### src/rtl/seed_pkg.sv
// Shared constants and FSM state encoding for the SEED output serializer.
package seed_pkg;

    localparam int BYTE_W         = 8;
    localparam int SEED_BLOCK_W   = 128;
    localparam int SEED_NUM_BYTES = SEED_BLOCK_W / BYTE_W;

    typedef logic [2:0] seed_state_t;

    localparam logic [2:0] ST_IDLE   = 3'd0;
    localparam logic [2:0] ST_LOAD   = 3'd1;
    localparam logic [2:0] ST_ACK_HI = 3'd2;
    localparam logic [2:0] ST_ACK_LO = 3'd3;
    localparam logic [2:0] ST_GAP    = 3'd4;
    localparam logic [2:0] ST_FIN    = 3'd5;

endpackage

### src/rtl/seed_hs_gap_timer.sv
// Loadable down-counter that spaces byte strobes apart. Freezes while
// dec_en is low; expired flags the last counted cycle so the FSM can launch
// the next strobe on that edge.
module seed_hs_gap_timer #(
    parameter int GAP_CYCLES = 2
) (
    input  logic clk,
    input  logic reset,
    input  logic load,
    input  logic dec_en,
    output logic expired
);

    localparam int CNT_W = (GAP_CYCLES < 2) ? 1 : $clog2(GAP_CYCLES + 1);
    localparam logic [CNT_W-1:0] LOAD_VAL = CNT_W'(GAP_CYCLES);

    logic [CNT_W-1:0] count;

    // Reload on entry to the gap, count down while enabled, stop at zero.
    always_ff @(posedge clk or negedge reset) begin
        if (!reset) begin
            count <= '0;
        end else if (load) begin
            count <= LOAD_VAL;
        end else if (dec_en && (count != '0)) begin
            count <= count - 1'b1;
        end
    end

    assign expired = (count == CNT_W'(1));

endmodule

### src/rtl/seed_byte_serializer.sv
// Output stage of the SEED core: captures a finished block and streams it
// MSB byte first to the host over a 4-phase load_rpi3/rpi_ack handshake.
//
// state     | meaning
// ----------+------------------------------------------------------------
// IDLE      | no block held, waiting for seed_valid
// LOAD      | byte ready; waiting for in_en=1 and a released (low) ack
// ACK_HI    | load_rpi3 high, waiting for the host to raise rpi_ack
// ACK_LO    | byte taken, waiting for the host to drop rpi_ack
// GAP       | spacing between bytes, timer frozen while in_en=0
// FIN       | one-cycle done pulse; may capture the next block
module seed_byte_serializer
    import seed_pkg::*;
#(
    parameter int NUM_BYTES  = 16,
    parameter int GAP_CYCLES = 2
) (
    input  logic                        clk,
    input  logic                        reset,
    input  logic                        in_en,
    input  logic                        seed_valid,
    input  logic [BYTE_W*NUM_BYTES-1:0] seed_data,
    input  logic                        rpi_ack,
    output logic [BYTE_W-1:0]           part_SEED,
    output logic                        load_rpi3,
    output logic                        busy,
    output logic                        done,
    output logic                        overrun
);

    localparam int BLK_W = BYTE_W * NUM_BYTES;
    localparam int CNT_W = $clog2(NUM_BYTES) + 1;

    seed_state_t      state;
    logic [BLK_W-1:0] shreg;
    logic [CNT_W-1:0] byte_cnt;

    logic last_byte;
    logic can_launch;
    logic gap_load;
    logic gap_dec;
    logic gap_expired;
    logic in_transfer;

    assign last_byte   = (byte_cnt == CNT_W'(NUM_BYTES));
    // A still-high ack is stale; a byte is only offered once the host has let go.
    assign can_launch  = in_en && !rpi_ack;
    assign gap_load    = (state == ST_ACK_LO) && !rpi_ack && !last_byte && (GAP_CYCLES != 0);
    assign gap_dec     = (state == ST_GAP) && in_en;
    assign in_transfer = (state != ST_IDLE) && (state != ST_FIN);

    seed_hs_gap_timer #(
        .GAP_CYCLES(GAP_CYCLES)
    ) u_gap_timer (
        .clk    (clk),
        .reset  (reset),
        .load   (gap_load),
        .dec_en (gap_dec),
        .expired(gap_expired)
    );

    // Handshake FSM with registered outputs; a reset drops everything at once.
    always_ff @(posedge clk or negedge reset) begin
        if (!reset) begin
            state     <= ST_IDLE;
            shreg     <= '0;
            byte_cnt  <= '0;
            part_SEED <= '0;
            load_rpi3 <= 1'b0;
            busy      <= 1'b0;
            done      <= 1'b0;
            overrun   <= 1'b0;
        end else begin
            done <= 1'b0;
            if (seed_valid && in_transfer) begin
                overrun <= 1'b1;
            end
            case (state)
                ST_IDLE: begin
                    if (seed_valid) begin
                        shreg    <= seed_data;
                        byte_cnt <= '0;
                        busy     <= 1'b1;
                        state    <= ST_LOAD;
                    end
                end
                ST_LOAD: begin
                    if (can_launch) begin
                        load_rpi3 <= 1'b1;
                        part_SEED <= shreg[BLK_W-1 -: BYTE_W];
                        state     <= ST_ACK_HI;
                    end
                end
                ST_ACK_HI: begin
                    if (rpi_ack) begin
                        load_rpi3 <= 1'b0;
                        shreg     <= shreg << BYTE_W;
                        byte_cnt  <= byte_cnt + 1'b1;
                        state     <= ST_ACK_LO;
                    end else if (!in_en) begin
                        // Withdraw the unacknowledged byte; it is re-offered from LOAD.
                        load_rpi3 <= 1'b0;
                        state     <= ST_LOAD;
                    end
                end
                ST_ACK_LO: begin
                    if (!rpi_ack) begin
                        if (last_byte) begin
                            done  <= 1'b1;
                            busy  <= 1'b0;
                            state <= ST_FIN;
                        end else if (GAP_CYCLES == 0) begin
                            if (in_en) begin
                                load_rpi3 <= 1'b1;
                                part_SEED <= shreg[BLK_W-1 -: BYTE_W];
                                state     <= ST_ACK_HI;
                            end else begin
                                state <= ST_LOAD;
                            end
                        end else begin
                            state <= ST_GAP;
                        end
                    end
                end
                ST_GAP: begin
                    if (in_en && gap_expired) begin
                        if (can_launch) begin
                            load_rpi3 <= 1'b1;
                            part_SEED <= shreg[BLK_W-1 -: BYTE_W];
                            state     <= ST_ACK_HI;
                        end else begin
                            state <= ST_LOAD;
                        end
                    end
                end
                ST_FIN: begin
                    if (seed_valid) begin
                        shreg    <= seed_data;
                        byte_cnt <= '0;
                        busy     <= 1'b1;
                        state    <= ST_LOAD;
                    end else begin
                        state <= ST_IDLE;
                    end
                end
                default: begin
                    state <= ST_IDLE;
                end
            endcase
        end
    end

endmodule

### config.mk
export PLATFORM = sky130hd
export DESIGN_NAME = seed_byte_serializer
export DESIGN_NICKNAME = d
export VERILOG_FILES = /design/src/rtl/seed_pkg.sv /design/src/rtl/seed_hs_gap_timer.sv /design/src/rtl/seed_byte_serializer.sv
export SDC_FILE = /design/constraint.sdc
export NUM_CORES = 1
export LEC_CHECK = 0
export CELL_PAD_IN_SITES_DETAIL_PLACEMENT = 1
export CELL_PAD_IN_SITES_GLOBAL_PLACEMENT = 1
export CORE_MARGIN = 3
export CORE_UTILIZATION = 25
export CTS_CLUSTER_DIAMETER = 30
export DETAILED_ROUTE_END_ITERATION = 16
export GPL_TIMING_DRIVEN = 0
export HOLD_SLACK_MARGIN = 0.02
export PLACE_DENSITY = 0.62
export SLEW_MARGIN = 5
export SYNTH_ARGS = -nofsm -noshare
export SYNTH_HDL_FRONTEND = slang
export SYNTH_HIERARCHICAL = 1
export SYNTH_SLANG_ARGS = --single-unit
### constraint.sdc
create_clock -name clk -period 1.68 [get_ports clk]
set_clock_uncertainty 0.05 [all_clocks]
set_input_delay 0.252 -clock clk [delete_from_list [all_inputs] [get_ports clk]]
set_output_delay 0.252 -clock clk [all_outputs]
set_load 0.02 [all_outputs]
# Word level (Yosys, flattened, before mapping)
# Cells that the tools add are included.
# word_totals
output_inout_bits,12
regBits,150
# classes
reduce_logical,24
muxes,33
eq_ne,16
n_addsub,2
# ops
operator,count
two-way mux 128 bit,2
one-hot mux 128 bit (2 select lines),1
two-way mux 3 bit,6
one-hot mux 3 bit (6 select lines),1
two-way mux 8 bit,2
one-hot mux 8 bit (2 select lines),1
two-way mux 1 bit,12
two-way mux 5 bit,2
inequality test 2 bit (second input constant),5
one-hot mux 5 bit (2 select lines),1
nonzero test 2 bit,5
logical AND 1 bit,8
equality test 3 x 2 -> 1 bit (second input constant),2
equality test 3 bit (second input constant),2
two-way mux 2 bit,3
inequality test 3 bit (second input constant),2
AND reduction 3 bit,2
nonzero test 3 bit,2
adder 5 x 1 -> 5 bit (second input constant),1
equality test 5 bit (second input constant),1
AND reduction 5 bit,1
inequality test 2 x 1 -> 1 bit (second input constant),2
AND reduction 4 bit,1
equality test 3 x 1 -> 1 bit (second input constant),1
8 further kinds,9

# Logic depth before layout (Yosys ltp)
# depth
word_depth,5
ltp_mapped,8
ltp_nobuf,7

# Modules after synthesis
# Netlist, hierarchy kept.
# by_module_without_submodules
mod,seq_area_each_um2,n_inst,area_per_inst_um2,cells_per_inst
seed_byte_serializer,3703.6,1,6874.1,648
seed_hs_gap_timer,50.0,1,136.4,13

# Worst setup path before layout
# OpenSTA, ideal clock, no wires.
# synth_path
kind,register -> register
start,reg state[0]
end,reg state[0]
t_arrival_ps,1585
t_required_ps,1551
period_less_slack_ps,1715
stages_incl_launch_ff,6
path_slack_ps,-35
cell_sequence,dfrtp_1 clkbuf_1 or3b_1 a311o_1 o21ai_1 mux2i_1
# synth_between
elab_chain_len,3
# synth_lines
element,line,rtl
"start, declared",seed_byte_serializer.sv:34,seed_state_t state;
"start signal, assigned",seed_byte_serializer.sv:65,state <= ST_IDLE;
"start signal, assigned",seed_byte_serializer.sv:84,state <= ST_LOAD;
"start signal, assigned",seed_byte_serializer.sv:91,state <= ST_ACK_HI;
equality test 3 x 2 -> 1 bit (tied with other cells),seed_byte_serializer.sv:78,case (state)
inequality test 3 bit (no line) (tied with other cells),n/a,
AND reduction 5 bit (no line),n/a,
# Parallel ways exist; a longest one is shown, timed or not.
# A chain may end at the register's enable or synchronous reset.

# Final worst setup path
# layout_path
start,reg state[1]
end,reg shreg[111]
# layout_between
elab_chain_len,4
# layout_lines
element,line,rtl
equality test 3 bit or zero test 3 bit (tied branches),seed_byte_serializer.sv:78,
OR reduction 2 bit (no line),n/a,
inequality test 2 x 1 -> 1 bit (no line) or nonzero test 2 bit (tied branches),n/a,
AND reduction 3 bit (no line),n/a,
"end signal, assigned",seed_byte_serializer.sv:81,shreg <= seed_data;
"end signal, assigned",seed_byte_serializer.sv:97,shreg <= shreg << BYTE_W;
"end signal, assigned",seed_byte_serializer.sv:138,shreg <= seed_data;
"end, declared",seed_byte_serializer.sv:35,logic [BLK_W-1:0] shreg;
# Parallel ways exist; a longest one is shown, timed or not.

==> results.md <==
- The antenna violation net count after detailed routing is 0.
- For the pin with the worst max-slew slack, the measured transition is 516.8 ps.
- The post-synthesis area per instance is 10.61 um^2.
- The clock tree from TritonCTS is built.
- The first routing iteration left 261 violations.
- The endpoint identified for the worst register-to-register timing path is shreg[111].
- The cell at the root of the clock tree is clkbuf_16.
- Summing the sequential cell areas from Yosys gives 53.54% of the chip area.
- The net count after synthesis is 798.
- Summed over all instances, the cell type with the most area after synthesis is dfrtp_1.
- The number of levels in the clock H-tree is 4.
- The via density per instance is 4.455.
- The smallest clock period supported by the final layout is computed as 1759 ps.
- The number of buffers on the longest clock path is 2.
- The class of the tightest hold or removal check is in -> async.
- The via total after detailed routing is 5497.
- Hold timing on the final database bottoms out at a slack of 302.4 ps.
- The wire length of the first global-routing pass is 33020 um.
- The cell area after layout is 0.01020 mm^2.
- The worst setup slack after layout is -78.56 ps.
- The post-route clock period utilization is 104.7%.
- Max-cap violations in this run came to 0.
- Compared with the post-synthesis result, the final layout area differs by 45.51%.
- The startpoint of the lowest-slack register-to-register path is state[1].
- The number of port buffers is 144.
- Timing would allow up to 0.5686 GHz.
- The total clock sinks is 150.
- Clock-pin slew was measured on the worst setup and hold paths at 70 ps.
- For the worst setup path, the data arrival time is 2060 ps.
- The worst register-to-register path has a depth of 8.
- The headroom to the max-slew limit is 65.54%.
- The initial standard-cell utilization of the core is 25.73%.
- The clock latency at the later pin of the worst-skew pair is 430 ps.
- The most common cell after layout, fill and taps aside is dfrtp_1.
- The floorplan has 60 rows.
- After detailed routing, the total wire length is 21180 um.
- Entering global routing, the biggest net connects 90 pins.
- The setup violation total in the final timing report is 116.
- TritonCTS created 17 clock buffers.
- The number of global-route vias before repair came to 5976.
- The count of TritonRoute iterations in the first routing pass is 4.
- The share of the synthesized area in the top cell type is 53.54%.
- Along the worst path, the maximum fanout reaches 7.
- The async set or reset register ratio after synthesis is 100.0%.
- The warning count from the yosys run is 6.
- The number of hold violations in the final report is 0.
- The checks that failed: setup timing.
- The floorplan step defined a die boundary enclosing 0.03009 mm^2.
- The worst setup path is launched from a flip-flop.
- In the routed design, unresolved DRC markers number 0.
- The sum of internal, switching and leakage power is 19.69 mW.
- The power per cell area is 1930 mW/mm^2.
- The wire length per cell after detailed routing is 17.16 um.
- The core area is 0.02725 mm^2.
- After synthesis, the netlist uses 43 different library cells.
- The capturing element type of the critical path is a flip-flop.
- The cell area that synthesis handed to floorplanning was 0.007010 mm^2.
- The slack of the worst reg-to-reg path is -80 ps.
- The number of antenna violations at the first check in global routing was 5.
- The number of pins with negative max-slew slack in the final report came to 0.
- The required time of the worst setup path is 1980 ps.
- The placed instance area is 0.008966 mm^2.
- The static power due to leakage is 4.859 nW.
- Once layout is complete, the cells apart from fillers number 1234.
- At the placement stage, the worst setup path has a slack of -855.4 ps.
- The final RePlAce weighted congestion is 0.7461.
- Tracing the worst setup path back leads to its startpoint at state[1].
- The count of state elements after synthesis is 150.
- The worst-case IR drop observed on VDD is 0.0007142 V.
- The combined global-route utilization of all metal layers is 14.02%.
- Measured along the x axis, the die boundary spans 173.5 um.
- In the final layout, the share of cells above drive strength 1 is 19.28%.
- The setup path with the least slack is of type reg -> reg.
- The dominant register cell in the synthesized netlist is dfrtp_1.
- The final-stage net count is 985.
- The filler cell count in the final layout is 3021.
- Yosys attributes the largest share of cell area to dfrtp_1 (54%), mux2i_1 (17%), nand2_1 (7.7%).
- The run finished, with violations left.
- The total instance count after detailed placement is 1178.
- The synthesized netlist cell count is 661.
- The total overflow left after global routing is 0.
- Setup repair after global routing could not meet its margin everywhere.
- In this run, synthesis inferred 0 flip-flops with an integrated enable.
- Leaving out fill and tap cells, the most frequent cells in the layout are dfrtp_1 (149), clkdlybuf4s50_1 (131), mux2i_1 (120).
- The vertical die dimension is 173.5 um.
- The sum of net half-perimeters after detailed placement is 15200 um.
- For this design the top-level I/O count stands at 145.
-- worst max-delay path by stage --
stage	slack (ps)	endpoint	depth (start not counted)
after floorplan	-1	state[0]	5
after global placement	-6370	shreg[28]	1
after detailed placement	-860	shreg[126]	8
after CTS	-80	shreg[54]	8
after global routing	-140	shreg[56]	8
final	-80	shreg[111]	8
-- critical path, cell delays in order (launching register included) --
cell and delay [ps]:
dfrtp_1 370, buf_6 130, and4bb_2 260, a31oi_4 240, buf_6 180, clkbuf_16 180
clkbuf_16 160, nand2_2 40, o21ai_1 70
-- report_power, final --
part,internal (mW),switching (mW),leakage (nW)
Clock,2.12,1.75,0.280
Combinational,4.87,5.11,2.65
Sequential,5.01,0.832,1.93
-- metrics by stage --
stage / setup TNS [ps] / util (%)
after global routing: -13070 / 37.42
after floorplan: -1.164 / -
after global placement: -1057760 / 32.78
after CTS: -5891 / 36.08
after detailed placement: -104630 / 32.90
final: -3623 / 37.43
-- synthesized netlist by cell type (2+ instances only) --
cell type	instances
dfrtp_1	150
nand2_1	143
mux2i_1	121
o21ai_0	70
o21ai_1	63
buf_2	18
buf_6	13
clkbuf_1	10
mux2_2	9
inv_1	8
nor2_1	6
ha_1	4
a21oi_1	3
and2b_1	3
and3_1	3
clkbuf_2	3
nand3_1	3
a211o_1	2
a2bb2oi_1	2
and4bb_2	2
nand2b_1	2
nor4_1	2
-- area by class of cell --
type                    count  area [um^2]  share of cell area, %
well taps                 372        465.4                  4.563
flip-flops and latches    150         3755                  36.81
plain buffers              43        466.7                  4.575
clock buffers              18        429.2                  4.207
inverters                   8        33.78                 0.3312
diodes                      1        2.502                0.02453
repair buffers            170         1763                  17.28
clock inverters            14        155.1                  1.521
multi-input cells         458         3131                  30.69
-- per-layer routing --
layer  global-route usage, %  up-vias  wire (um)
met4                   4.358       10        279
met1                   17.82     2673       9432
met2                   23.26      115      10340
met3                   3.789       30       1049
li1                        -     2669          -
met5                       0        -         72
-- sequential cells by signal, indices dropped and copies added, names as in the netlist --
name	cells
done	1
shreg	128
busy	1
state	3
overrun	1
load_rpi3	1
u_gap_timer/count	2
part_SEED	8
byte_cnt	5
-- logic make-up after synthesis --
| group | Yosys count | share of synthesized area (%) |
|---|---|---|
| muxes | 131 | 18.94 |
| AOI/OAI and AO/OA | 150 | 11.57 |
| xor gates and xnor gates | 1 | 0.2321 |
| DFF | 150 | 53.54 |
| and+or+nand+nor | 172 | 10.35 |
| buffers and inverters | 53 | 4.658 |
| adders and majority gates | 4 | 0.7139 |
-- repair_timing --
item / CTS / global route
hold endpoints to repair: 61 / 0
buffers inserted: 16 / 0
hold buffers: 1 / 0
resized for setup: 77 / 99
gates cloned: 1 / 7
setup endpoints to repair: 157 / 145
pin swaps: 6 / 16
Power figures use the tool's default switching activity.
